--- src/rtl/lsu_pkg.sv ---
// Load/store unit types: access size, controller state, lane widths, alignment rule.
// Latency: n/a (types and a pure function).
// Backpressure: n/a.
package lsu_pkg;
    typedef enum logic [1:0] {
        SZ_BYTE = 2'b00,
        SZ_HALF = 2'b01,
        SZ_WORD = 2'b10,
        SZ_RSVD = 2'b11
    } size_e;

    typedef enum logic [1:0] {
        IDLE = 2'd0,
        RD   = 2'd1,
        WR   = 2'd2,
        DONE = 2'd3
    } state_e;

    localparam int BYTE_W = 8;
    localparam int HALF_W = 16;
    localparam int WORD_W = 32;

    // A request that can never touch memory: reserved size or an address
    // not aligned to the access size.
    function automatic logic is_bad_req(input size_e sz, input logic [1:0] lo);
        case (sz)
            SZ_BYTE: return 1'b0;
            SZ_HALF: return lo[0];
            SZ_WORD: return (lo != 2'b00);
            default: return 1'b1;
        endcase
    endfunction
endpackage

--- src/rtl/port_define.sv ---
// Shared bus widths for the core datapath and the data-memory port.
// Latency: n/a (constants only).
// Backpressure: n/a.
package port_define;
    localparam int RegBus = 32;   // register / data word width
    localparam int DmAddr = 10;   // data-memory word-index width (4 KiB)
endpackage

--- src/rtl/lsu_if.sv ---
// Pipeline request/response bundle plus the data-memory port of the LSU.
// Latency: n/a (wiring only).
// Backpressure: req_valid/req_ready handshake; responses and memory port have none.
interface lsu_if;
    logic                              req_valid;
    logic                              req_we;
    logic [1:0]                        req_size;
    logic                              req_sign;
    logic [31:0]                       req_addr;
    logic [31:0]                       req_wdata;
    logic                              req_ready;
    logic                              resp_valid;
    logic [31:0]                       resp_rdata;
    logic                              resp_err;
    logic                              DM_read;
    logic                              DM_write;
    logic [port_define::DmAddr-1:0]    DM_address;
    logic [port_define::RegBus-1:0]    DM_in;
    logic [port_define::RegBus-1:0]    DM_out;

    // slave: the LSU itself (takes requests, drives the memory port)
    modport slave (
        input  req_valid, req_we, req_size, req_sign, req_addr, req_wdata, DM_out,
        output req_ready, resp_valid, resp_rdata, resp_err,
               DM_read, DM_write, DM_address, DM_in
    );
    // master: pipeline + memory environment around the LSU
    modport master (
        output req_valid, req_we, req_size, req_sign, req_addr, req_wdata, DM_out,
        input  req_ready, resp_valid, resp_rdata, resp_err,
               DM_read, DM_write, DM_address, DM_in
    );
endinterface

--- src/rtl/lsu_lane_merge.sv ---
// Lane logic: extract+extend a load lane from a memory word, merge store data into it.
// Latency: purely combinational.
// Backpressure: none.
// Ports: mem_word/lane/size/sign/wdata in; load_data (extended), store_word (merged) out.
module lsu_lane_merge
    import lsu_pkg::*;
(
    input  logic [WORD_W-1:0] mem_word,
    input  logic [1:0]        lane,
    input  size_e             size,
    input  logic              sign,
    input  logic [WORD_W-1:0] wdata,
    output logic [WORD_W-1:0] load_data,
    output logic [WORD_W-1:0] store_word
);
    logic [BYTE_W-1:0] byte_sel;
    logic [HALF_W-1:0] half_sel;

    // Little-endian: lane 0 is bits 7:0; a half lives in the low or high 16 bits.
    always_comb begin
        byte_sel   = mem_word[{lane, 3'b000} +: BYTE_W];
        half_sel   = mem_word[{lane[1], 4'b0000} +: HALF_W];
        load_data  = '0;
        store_word = mem_word;
        case (size)
            SZ_BYTE: begin
                load_data = {{(WORD_W-BYTE_W){sign & byte_sel[BYTE_W-1]}}, byte_sel};
                store_word[{lane, 3'b000} +: BYTE_W] = wdata[BYTE_W-1:0];
            end
            SZ_HALF: begin
                load_data = {{(WORD_W-HALF_W){sign & half_sel[HALF_W-1]}}, half_sel};
                store_word[{lane[1], 4'b0000} +: HALF_W] = wdata[HALF_W-1:0];
            end
            SZ_WORD: begin
                load_data  = mem_word;
                store_word = wdata;
            end
            default: ;
        endcase
    end
endmodule

--- src/rtl/lsu_ctrl.sv ---
// Load/store controller: one request at a time into a single-port data memory.
// Latency: bad req +1, load / word store +2, byte/half store (read-modify-write) +3.
// Backpressure: req_ready only in IDLE; responses are single-cycle pulses, no stall.
// Ports: clk, rst (sync, active-high), bus (lsu_if.slave: request, response, DM port).
module lsu_ctrl
    import lsu_pkg::*;
(
    input  logic  clk,
    input  logic  rst,
    lsu_if.slave  bus
);
    localparam int AW = port_define::DmAddr;

    state_e             state_q, state_d;
    logic [AW+1:0]      addr_q, addr_d;      // only bits that reach memory; upper ones wrap
    size_e              size_q, size_d;
    logic               sign_q, sign_d;
    logic               we_q, we_d;
    logic [WORD_W-1:0]  wdata_q, wdata_d;
    logic               dm_read_q, dm_read_d;
    logic               dm_write_q, dm_write_d;
    logic [AW-1:0]      dm_addr_q, dm_addr_d;
    logic [WORD_W-1:0]  dm_in_q, dm_in_d;
    logic               resp_valid_q, resp_valid_d;
    logic               resp_err_q, resp_err_d;
    logic [WORD_W-1:0]  resp_rdata_q, resp_rdata_d;
    logic [WORD_W-1:0]  load_data, store_word;
    size_e              req_size_e;
    logic               unused_addr_hi;

    assign req_size_e     = size_e'(bus.req_size);
    assign unused_addr_hi = ^bus.req_addr[31:AW+2];

    lsu_lane_merge u_lane_merge (
        .mem_word   (bus.DM_out),
        .lane       (addr_q[1:0]),
        .size       (size_q),
        .sign       (sign_q),
        .wdata      (wdata_q),
        .load_data  (load_data),
        .store_word (store_word)
    );

    // Memory-port and response flops are loaded for the state being entered,
    // so every output is registered and is zero outside RD/WR/DONE.
    always_comb begin
        state_d      = state_q;
        addr_d       = addr_q;
        size_d       = size_q;
        sign_d       = sign_q;
        we_d         = we_q;
        wdata_d      = wdata_q;
        dm_read_d    = 1'b0;
        dm_write_d   = 1'b0;
        dm_addr_d    = '0;
        dm_in_d      = '0;
        resp_valid_d = 1'b0;
        resp_err_d   = 1'b0;
        resp_rdata_d = '0;
        case (state_q)
            IDLE: begin
                if (bus.req_valid) begin
                    addr_d  = bus.req_addr[AW+1:0];
                    size_d  = req_size_e;
                    sign_d  = bus.req_sign;
                    we_d    = bus.req_we;
                    wdata_d = bus.req_wdata;
                    if (is_bad_req(req_size_e, bus.req_addr[1:0])) begin
                        state_d      = DONE;
                        resp_valid_d = 1'b1;
                        resp_err_d   = 1'b1;
                    end else if (bus.req_we && req_size_e == SZ_WORD) begin
                        state_d    = WR;
                        dm_write_d = 1'b1;
                        dm_addr_d  = bus.req_addr[AW+1:2];
                        dm_in_d    = bus.req_wdata;
                    end else begin
                        // loads and sub-word stores both start with a read
                        state_d   = RD;
                        dm_read_d = 1'b1;
                        dm_addr_d = bus.req_addr[AW+1:2];
                    end
                end
            end
            RD: begin
                if (we_q) begin
                    state_d    = WR;
                    dm_write_d = 1'b1;
                    dm_addr_d  = addr_q[AW+1:2];
                    dm_in_d    = store_word;
                end else begin
                    state_d      = DONE;
                    resp_valid_d = 1'b1;
                    resp_rdata_d = load_data;
                end
            end
            WR: begin
                state_d      = DONE;
                resp_valid_d = 1'b1;
            end
            default: state_d = IDLE;   // DONE always returns
        endcase
    end

    always_ff @(posedge clk) begin
        if (rst) begin
            state_q      <= IDLE;
            addr_q       <= '0;
            size_q       <= SZ_BYTE;
            sign_q       <= 1'b0;
            we_q         <= 1'b0;
            wdata_q      <= '0;
            dm_read_q    <= 1'b0;
            dm_write_q   <= 1'b0;
            dm_addr_q    <= '0;
            dm_in_q      <= '0;
            resp_valid_q <= 1'b0;
            resp_err_q   <= 1'b0;
            resp_rdata_q <= '0;
        end else begin
            state_q      <= state_d;
            addr_q       <= addr_d;
            size_q       <= size_d;
            sign_q       <= sign_d;
            we_q         <= we_d;
            wdata_q      <= wdata_d;
            dm_read_q    <= dm_read_d;
            dm_write_q   <= dm_write_d;
            dm_addr_q    <= dm_addr_d;
            dm_in_q      <= dm_in_d;
            resp_valid_q <= resp_valid_d;
            resp_err_q   <= resp_err_d;
            resp_rdata_q <= resp_rdata_d;
        end
    end

    assign bus.req_ready  = (state_q == IDLE);
    // Gate strobes with rst so a write in flight cannot land in the reset cycle.
    assign bus.DM_read    = dm_read_q & ~rst;
    assign bus.DM_write   = dm_write_q & ~rst;
    assign bus.DM_address = dm_addr_q;
    assign bus.DM_in      = dm_in_q;
    assign bus.resp_valid = resp_valid_q;
    assign bus.resp_err   = resp_err_q;
    assign bus.resp_rdata = resp_rdata_q;
endmodule
--- src/flat_wrapper.sv ---
// flat-port wrapper written by rule: the top's interface ports become plain ports
module lsu_ctrl_flat import lsu_pkg::*;
  (clk, rst, bus_req_valid, bus_req_we, bus_req_size, bus_req_sign, bus_req_addr, bus_req_wdata, bus_DM_out, bus_req_ready, bus_resp_valid, bus_resp_rdata, bus_resp_err, bus_DM_read, bus_DM_write, bus_DM_address, bus_DM_in);
  lsu_if bus_i ();
  input  logic clk;
  input  logic rst;
  input wire logic [$bits(bus_i.req_valid)-1:0] bus_req_valid;
  input wire logic [$bits(bus_i.req_we)-1:0] bus_req_we;
  input wire logic [$bits(bus_i.req_size)-1:0] bus_req_size;
  input wire logic [$bits(bus_i.req_sign)-1:0] bus_req_sign;
  input wire logic [$bits(bus_i.req_addr)-1:0] bus_req_addr;
  input wire logic [$bits(bus_i.req_wdata)-1:0] bus_req_wdata;
  input wire logic [$bits(bus_i.DM_out)-1:0] bus_DM_out;
  output wire logic [$bits(bus_i.req_ready)-1:0] bus_req_ready;
  output wire logic [$bits(bus_i.resp_valid)-1:0] bus_resp_valid;
  output wire logic [$bits(bus_i.resp_rdata)-1:0] bus_resp_rdata;
  output wire logic [$bits(bus_i.resp_err)-1:0] bus_resp_err;
  output wire logic [$bits(bus_i.DM_read)-1:0] bus_DM_read;
  output wire logic [$bits(bus_i.DM_write)-1:0] bus_DM_write;
  output wire logic [$bits(bus_i.DM_address)-1:0] bus_DM_address;
  output wire logic [$bits(bus_i.DM_in)-1:0] bus_DM_in;
  assign bus_i.req_valid = bus_req_valid;
  assign bus_i.req_we = bus_req_we;
  assign bus_i.req_size = bus_req_size;
  assign bus_i.req_sign = bus_req_sign;
  assign bus_i.req_addr = bus_req_addr;
  assign bus_i.req_wdata = bus_req_wdata;
  assign bus_i.DM_out = bus_DM_out;
  assign bus_req_ready = bus_i.req_ready;
  assign bus_resp_valid = bus_i.resp_valid;
  assign bus_resp_rdata = bus_i.resp_rdata;
  assign bus_resp_err = bus_i.resp_err;
  assign bus_DM_read = bus_i.DM_read;
  assign bus_DM_write = bus_i.DM_write;
  assign bus_DM_address = bus_i.DM_address;
  assign bus_DM_in = bus_i.DM_in;
  lsu_ctrl u_core (.clk(clk), .rst(rst), .bus(bus_i));
endmodule
--- config.mk ---
export PLATFORM = sky130hd
export DESIGN_NAME = lsu_ctrl_flat
export DESIGN_NICKNAME = d
export VERILOG_FILES = /design/src/rtl/lsu_pkg.sv /design/src/rtl/port_define.sv /design/src/rtl/lsu_if.sv /design/src/rtl/lsu_lane_merge.sv /design/src/rtl/lsu_ctrl.sv /design/src/flat_wrapper.sv
export SDC_FILE = /design/constraint.sdc
export NUM_CORES = 1
export LEC_CHECK = 0
export ABC_AREA = 1
export CAP_MARGIN = 40
export CORE_ASPECT_RATIO = 1.1
export CORE_MARGIN = 3
export CORE_UTILIZATION = 52
export CTS_CLUSTER_DIAMETER = 100
export DETAILED_ROUTE_END_ITERATION = 8
export HOLD_SLACK_MARGIN = 0.08
export PLACE_DENSITY = 0.91
export REMOVE_ABC_BUFFERS = 1
export SETUP_SLACK_MARGIN = 0.02
export SYNTH_ARGS = -nofsm -noshare
export SYNTH_HDL_FRONTEND = slang
export SYNTH_SLANG_ARGS = --single-unit
export TNS_END_PERCENT = 100
--- constraint.sdc ---
create_clock -name clk -period 5.2 [get_ports clk]
set_input_delay 0.52 -clock clk [delete_from_list [all_inputs] [get_ports clk]]
set_output_delay 0.52 -clock clk [all_outputs]
set_load 0.03 [all_outputs]
# Yosys cells after proc, flatten, opt, wreduce, memory -nomap -nowiden
# Cells that the tools add are included.
[totals]
n_memories = 0
input_bits = 103
elab_cells = 76
output_inout_bits = 79
ram_bits = 0
reg_bits = 128
romBits = 0
latch_bits = 0
[op_classes]
muxes = 31
order_cmp = 0
div_mod_pow = 0
n_reduce_logical = 9
shifts = 6
addsub = 2
n_bitwise = 8
multipliers = 0
eq_ne = 7
[op_table]
columns = ["operator", "count"]
rows = [
  ["$pmux 32 s3", 2],
  ["$mux 32", 4],
  ["$bwmux 32", 2],
  ["$pmux 32 s2", 1],
  ["$shift 16x7->32 const A", 1],
  ["$shift 8x7->32 const A", 1],
  ["$shiftx 16x7->32", 1],
  ["$shiftx 32x6->16", 1],
  ["$shiftx 32x6->8", 1],
  ["$shiftx 8x7->32", 1],
  ["$mux 10", 3],
  ["$pmux 10 s2", 1],
  ["$neg 5->7", 2],
  ["$mux 1", 11],
  ["$eq 2x1->1 const B", 3],
  ["$eq 2x2->1 const B", 3],
  ["$logic_not 2->1", 3],
  ["$mux 2", 3],
  ["$pmux 1 s3", 2],
  ["$pmux 2 s3", 1],
  ["$and 1x1->1", 4],
  ["$not 1->1", 4],
  ["$reduce_or 4->1", 1],
  ["$reduce_or 3->1", 1],
  ["other kinds (6)", 6],
]

# Longest topological paths before layout
[depth]
ltp_word = 7
mapped_depth = 14
mapped_depth_nobuf = 11

# Hierarchy
# From an unflattened synthesis, not the netlist that was laid out.
[unflattened]
cells_unflattened = 1115
area_unflattened_um2 = 7049.3
[by_module_without_submodules]
columns = ["module", "instances", "cells_per_inst", "area_per_inst_um2"]
rows = [
  ["lsu_ctrl", 1, 547, 4475.5],
  ["lsu_lane_merge", 1, 568, 2573.7],
]

# Worst setup path after synthesis
# OpenSTA, ideal clock, no wires.
[synth_path]
path_kind = "reg-to-reg"
startpoint = "register u_core.addr_q[0]"
endpoint = "register u_core.dm_in_q[15] (netlist: u_core.bus.DM_in[15])"
arrival_ns = 1.829
slack_ns = 3.301
setup_ns = 0.070
required_ns = 5.130
stages_incl_launch_ff = 12
n_path_buf = 3
path_cell_list = "dfxtp_1 > buf_4 > inv_1 > buf_4 > buf_2 > ha_1 > nand2_1 > nor2_1 > nand2_1 > nand3_1 > nand2_1 > a21oi_1"
[synth_between]
elab_chain_cells = 6
[synth_rtl]
columns = ["item", "line", "rtl"]
rows = [
  ["start, declared", "lsu_ctrl.sv:15", "logic [AW+1:0] addr_q, addr_d;"],
  ["start signal, assigned", "lsu_ctrl.sv:122", "addr_q <= addr_d;"],
  ["$neg 5->7 *", "lsu_lane_merge.sv:28", "store_word[{lane, 3'b000} +: BYTE_W] = wdata[BYTE_W-1:0];"],
  ["$shiftx 8x7->32 / $shift 8x7->32 (equally long branches)", "lsu_lane_merge.sv:28", ""],
  ["$bwmux 32 *", "lsu_lane_merge.sv:28", ""],
  ["$pmux 32 s3 *", "lsu_lane_merge.sv:25", "case (size)"],
  ["$mux 32 *", "lsu_ctrl.sv:86", "if (we_q) begin"],
  ["$pmux 32 s2 *", "lsu_ctrl.sv:60", "case (state_q)"],
  ["end signal, assigned", "lsu_ctrl.sv:130", "dm_in_q <= dm_in_d;"],
  ["end, declared", "lsu_ctrl.sv:23", "logic [WORD_W-1:0] dm_in_q, dm_in_d;"],
]
# Mark *: on every way between the ends. The rest lies on a longest branch, timed or not.
# A chain may end at the register's enable or synchronous reset.

# Worst setup path in the final report
[layout_path]
startpoint = "register u_core.addr_q[0]"
endpoint = "register u_core.dm_in_q[13] (netlist: u_core.bus.DM_in[13])"
# The elaborated chain is that of the path after synthesis.

==> summary.txt <==
Status
  – Status: completed

Floorplanning
  – Core area: approximately 0.012 mm^2
  – Die area: around 0.013 mm^2
  – FP Rows: 41
  – Die width: about 110 um
  – Die Height: between 100 and 150 um
  – Io pins: 182
  – Initial core utilization: about 54%

Global routing
  – Global-route usage over all layers: between 30% and 40%
  – First-pass GRT wire length: ~32 mm
  – Number of global-route vias before repair: between 6000 and 7000
  – Initial antenna violation count: 0
  – Total congestion overflow: 0
  – Largest net degree at the start of global routing: 57

CTS
  – Clk sinks: roughly 130
  – Post-CTS sizing: 0
  – H-tree Lvls: 4
  – Max clock buf depth: 2
  – Clock-pin slew of the registers on the worst-case setup and hold paths: ~0.06 ns
  – Clock Tree Root: clkbuf_16
  – CTS Buf Count: 17
  – CTS Hold Buffers Added: 0
  – CTS tree: built
  – Worst skew pair latency: about 0.42 ns
  – Setup bufs post-CTS: 0

Placed design
  – Dpl hpwl: around 14 mm
  – Port bufs: 161
  – RD Place Congestion: around 1

Setup path
  – Worst Reg2Reg Path Length in Cells: 8
  – CP Capture Type: flop
  – WP data arrival: roughly 3.3 ns
  – CP Max Fanout: 31
  – Highest-delay cell along the critical path: dfxtp_1
  – Setup CP Type: flop to flop
  – Most frequent CP cell: nand2_1
  – Critical Path Start Type: flop
  – Critical path's largest stage delay: ~0.75 ns
  – R2r endpoint: u_core.bus.DM_in[13]
  – R2R setup slack: approximately 2.2 ns
  – Worst endpoint required time: 5.51 ns
  – Reg2reg start: u_core.addr_q[0]
  – CP cell instances: inv_1, ha_1, nand2_1, nor2_1, nand2_1, nand3_1, nand2_1, a21oi_1
  – Crit. Startpoint: u_core.addr_q[0]

Detailed routing
  – Post-DRT Antenna Nets: 0
  – Via Count: between 6000 and 7000
  – DR iter-0 viols: around 650
  – Vias/cell: between 5 and 6
  – Pre-Repair DR Iteration Count: 5
  – Final WL: 20.1 mm
  – WL/cell: 16.4 um
  – DRC viols: 0

Final layout
  – Share of cells above drive strength 1: just under 5%
  – Nets: around 1200
  – Util after Layout: 72.7%
  – Area grow syn2layout: 35.4%
  – ANT cells: 0

Yosys
  – Synth Flop Type: dfxtp_1
  – Sequential share of the synthesized area: approximately two fifths
  – Seq cells post-synth: around 130
  – Synth Area per Inst: approximately 6.7 um^2
  – Ys async rst share: 0%
  – Mapped Area: between 0.006 and 0.007 mm^2
  – Yosys warns: 0
  – Area leader, netlist: dfxtp_1
  – Largest cells by area after synthesis: dfxtp_1, nand2_1, a21oi_1
  – Post-synth top cells: nand2_1, a21oi_1, dfxtp_1, o21ai_0, nor2_1
  – Post-synth EDFFs: 0
  – Synthesized instance count: 934
  – Cell variety after synth: 29
  – Share of the synthesized area in the top cell type: about two fifths
  – Count leader, synth: nand2_1

Worst hold path
  – Hold endpoint: u_core.wdata_q[17]
  – Hold path depth: 2
  – Hold_sp: u_core.wdata_q[17]
  – Worst hold path type: flop to flop

STA
  – Skew final: about 0.01 ns
  – Final period utilization: ~57%
  – Max Slew Vio Count: 0
  – Post-layout minimum cycle time: just under 3 ns
  – Max Freq: 338 MHz
  – Setup TNS Final: 0 ns
  – RSZ-0062 raised after global routing: false
  – # setup viols final: 0
  – Slew @ Worst Pin: 0.866 ns
  – Max_slew headroom: ~42%
  – Final hold viol count: 0

Power
  – Power Density: between 400 and 500 mW/mm^2
  – Leak pwr: roughly 3.3 nW
  – Peak VDD IR: about 340 uV

Run
  – Max-cap viol count: 0
## registers in the layout (all words and copies together), names as in the netlist
signal	cells
u_core.bus.DM_in	32
u_core.bus.resp_rdata	32
u_core.wdata_q	32
u_core.addr_q	12
u_core.bus.DM_address	10
u_core.size_q	2
u_core.state_q	2
u_core.bus.resp_err	1
u_core.bus.resp_valid	1
u_core.dm_read_q	1
u_core.dm_write_q	1
u_core.sign_q	1
u_core.we_q	1
## metrics by stage
step                      cell area (um^2)  worst slack, ns  instances  total power [mW]  hold slack (ns)
final                                 8430             2.24       1228              3.72            0.464
after global routing                  8430             2.04       1228              3.92            0.489
after CTS                             8430             2.31       1228              3.69            0.464
after floorplan                       5960             1.70        878              2.02            0.436
after detailed placement              7820             2.31       1196              2.45            0.455
after global placement                7790             2.29       1194              2.40            0.453
## kinds of logic (layout without fill, tap and decap cells)
group | after synthesis | in the layout | synth area share [%]
flip-flops | 128 | 128 | 41.1
AO/OA/AOI/OAI | 266 | 266 | 22.2
buffers and inverters | 121 | 265 | 8.30
adder cells (fa/ha/maj) | 9 | 9 | 1.81
AND/OR/NAND/NOR | 410 | 410 | 26.5
## worst max path at each step
stage | to | slack (ns) | depth (start not counted)
6_report | u_core.bus.DM_in[13] | 2.24 | 8
5_1_grt | u_core.bus.DM_in[13] | 2.04 | 8
4_1_cts | u_core.bus.DM_in[13] | 2.31 | 8
3_5_place_dp | u_core.bus.DM_address[8] | 2.31 | 9
3_3_place_gp | u_core.bus.resp_rdata[7] | 2.29 | 4
2_1_floorplan | u_core.bus.DM_address[0] | 1.70 | 8
## cell usage in the layout (no fill, tap or decap), types with 9 or more instances in the layout
| master | count |
|---|---|
| a21oi_1 | 157 |
| a22oi_1 | 14 |
| clkbuf_16 | 17 |
| clkdlybuf4s50_1 | 160 |
| dfxtp_1 | 128 |
| ha_1 | 9 |
| inv_1 | 61 |
| nand2_1 | 281 |
| nand3_1 | 36 |
| nor2_1 | 81 |
| o21ai_0 | 86 |
## cell type report
type	count	area, um^2
multi-input combinational	685	3150
timing repair buffer	168	1670
fill	953	3160
inverter	65	244
sequential	128	2560
tap	150	188
clock buffer	20	457
clock inverter	12	159
## power breakdown
group	switching [mW]	internal [mW]
Clock	0.457	0.782
Combinational	0.858	0.420
Sequential	0.0931	1.11
## metal layers
layer  vias to the layer above  part of all wire, %  global-route usage (%)
li1                       3303                    -                       -
met4                         0                  4.2                    15.3
met1                      3096                   38                    36.1
met2                       463                   47                    50.1
met3                        76                   12                    8.65
met5                         -                    0                       0
## worst max-delay path, delay by kind of cell (launching register included)
family | cells | cell delay, ns
AND/OR/NAND/NOR | 5 | 0.75
flip-flops | 1 | 0.75
buffers and inverters | 1 | 0.60
adder cells (fa/ha/maj) | 1 | 0.56
AO/OA/AOI/OAI | 1 | 0.20
Power figures use the tool's default switching activity.
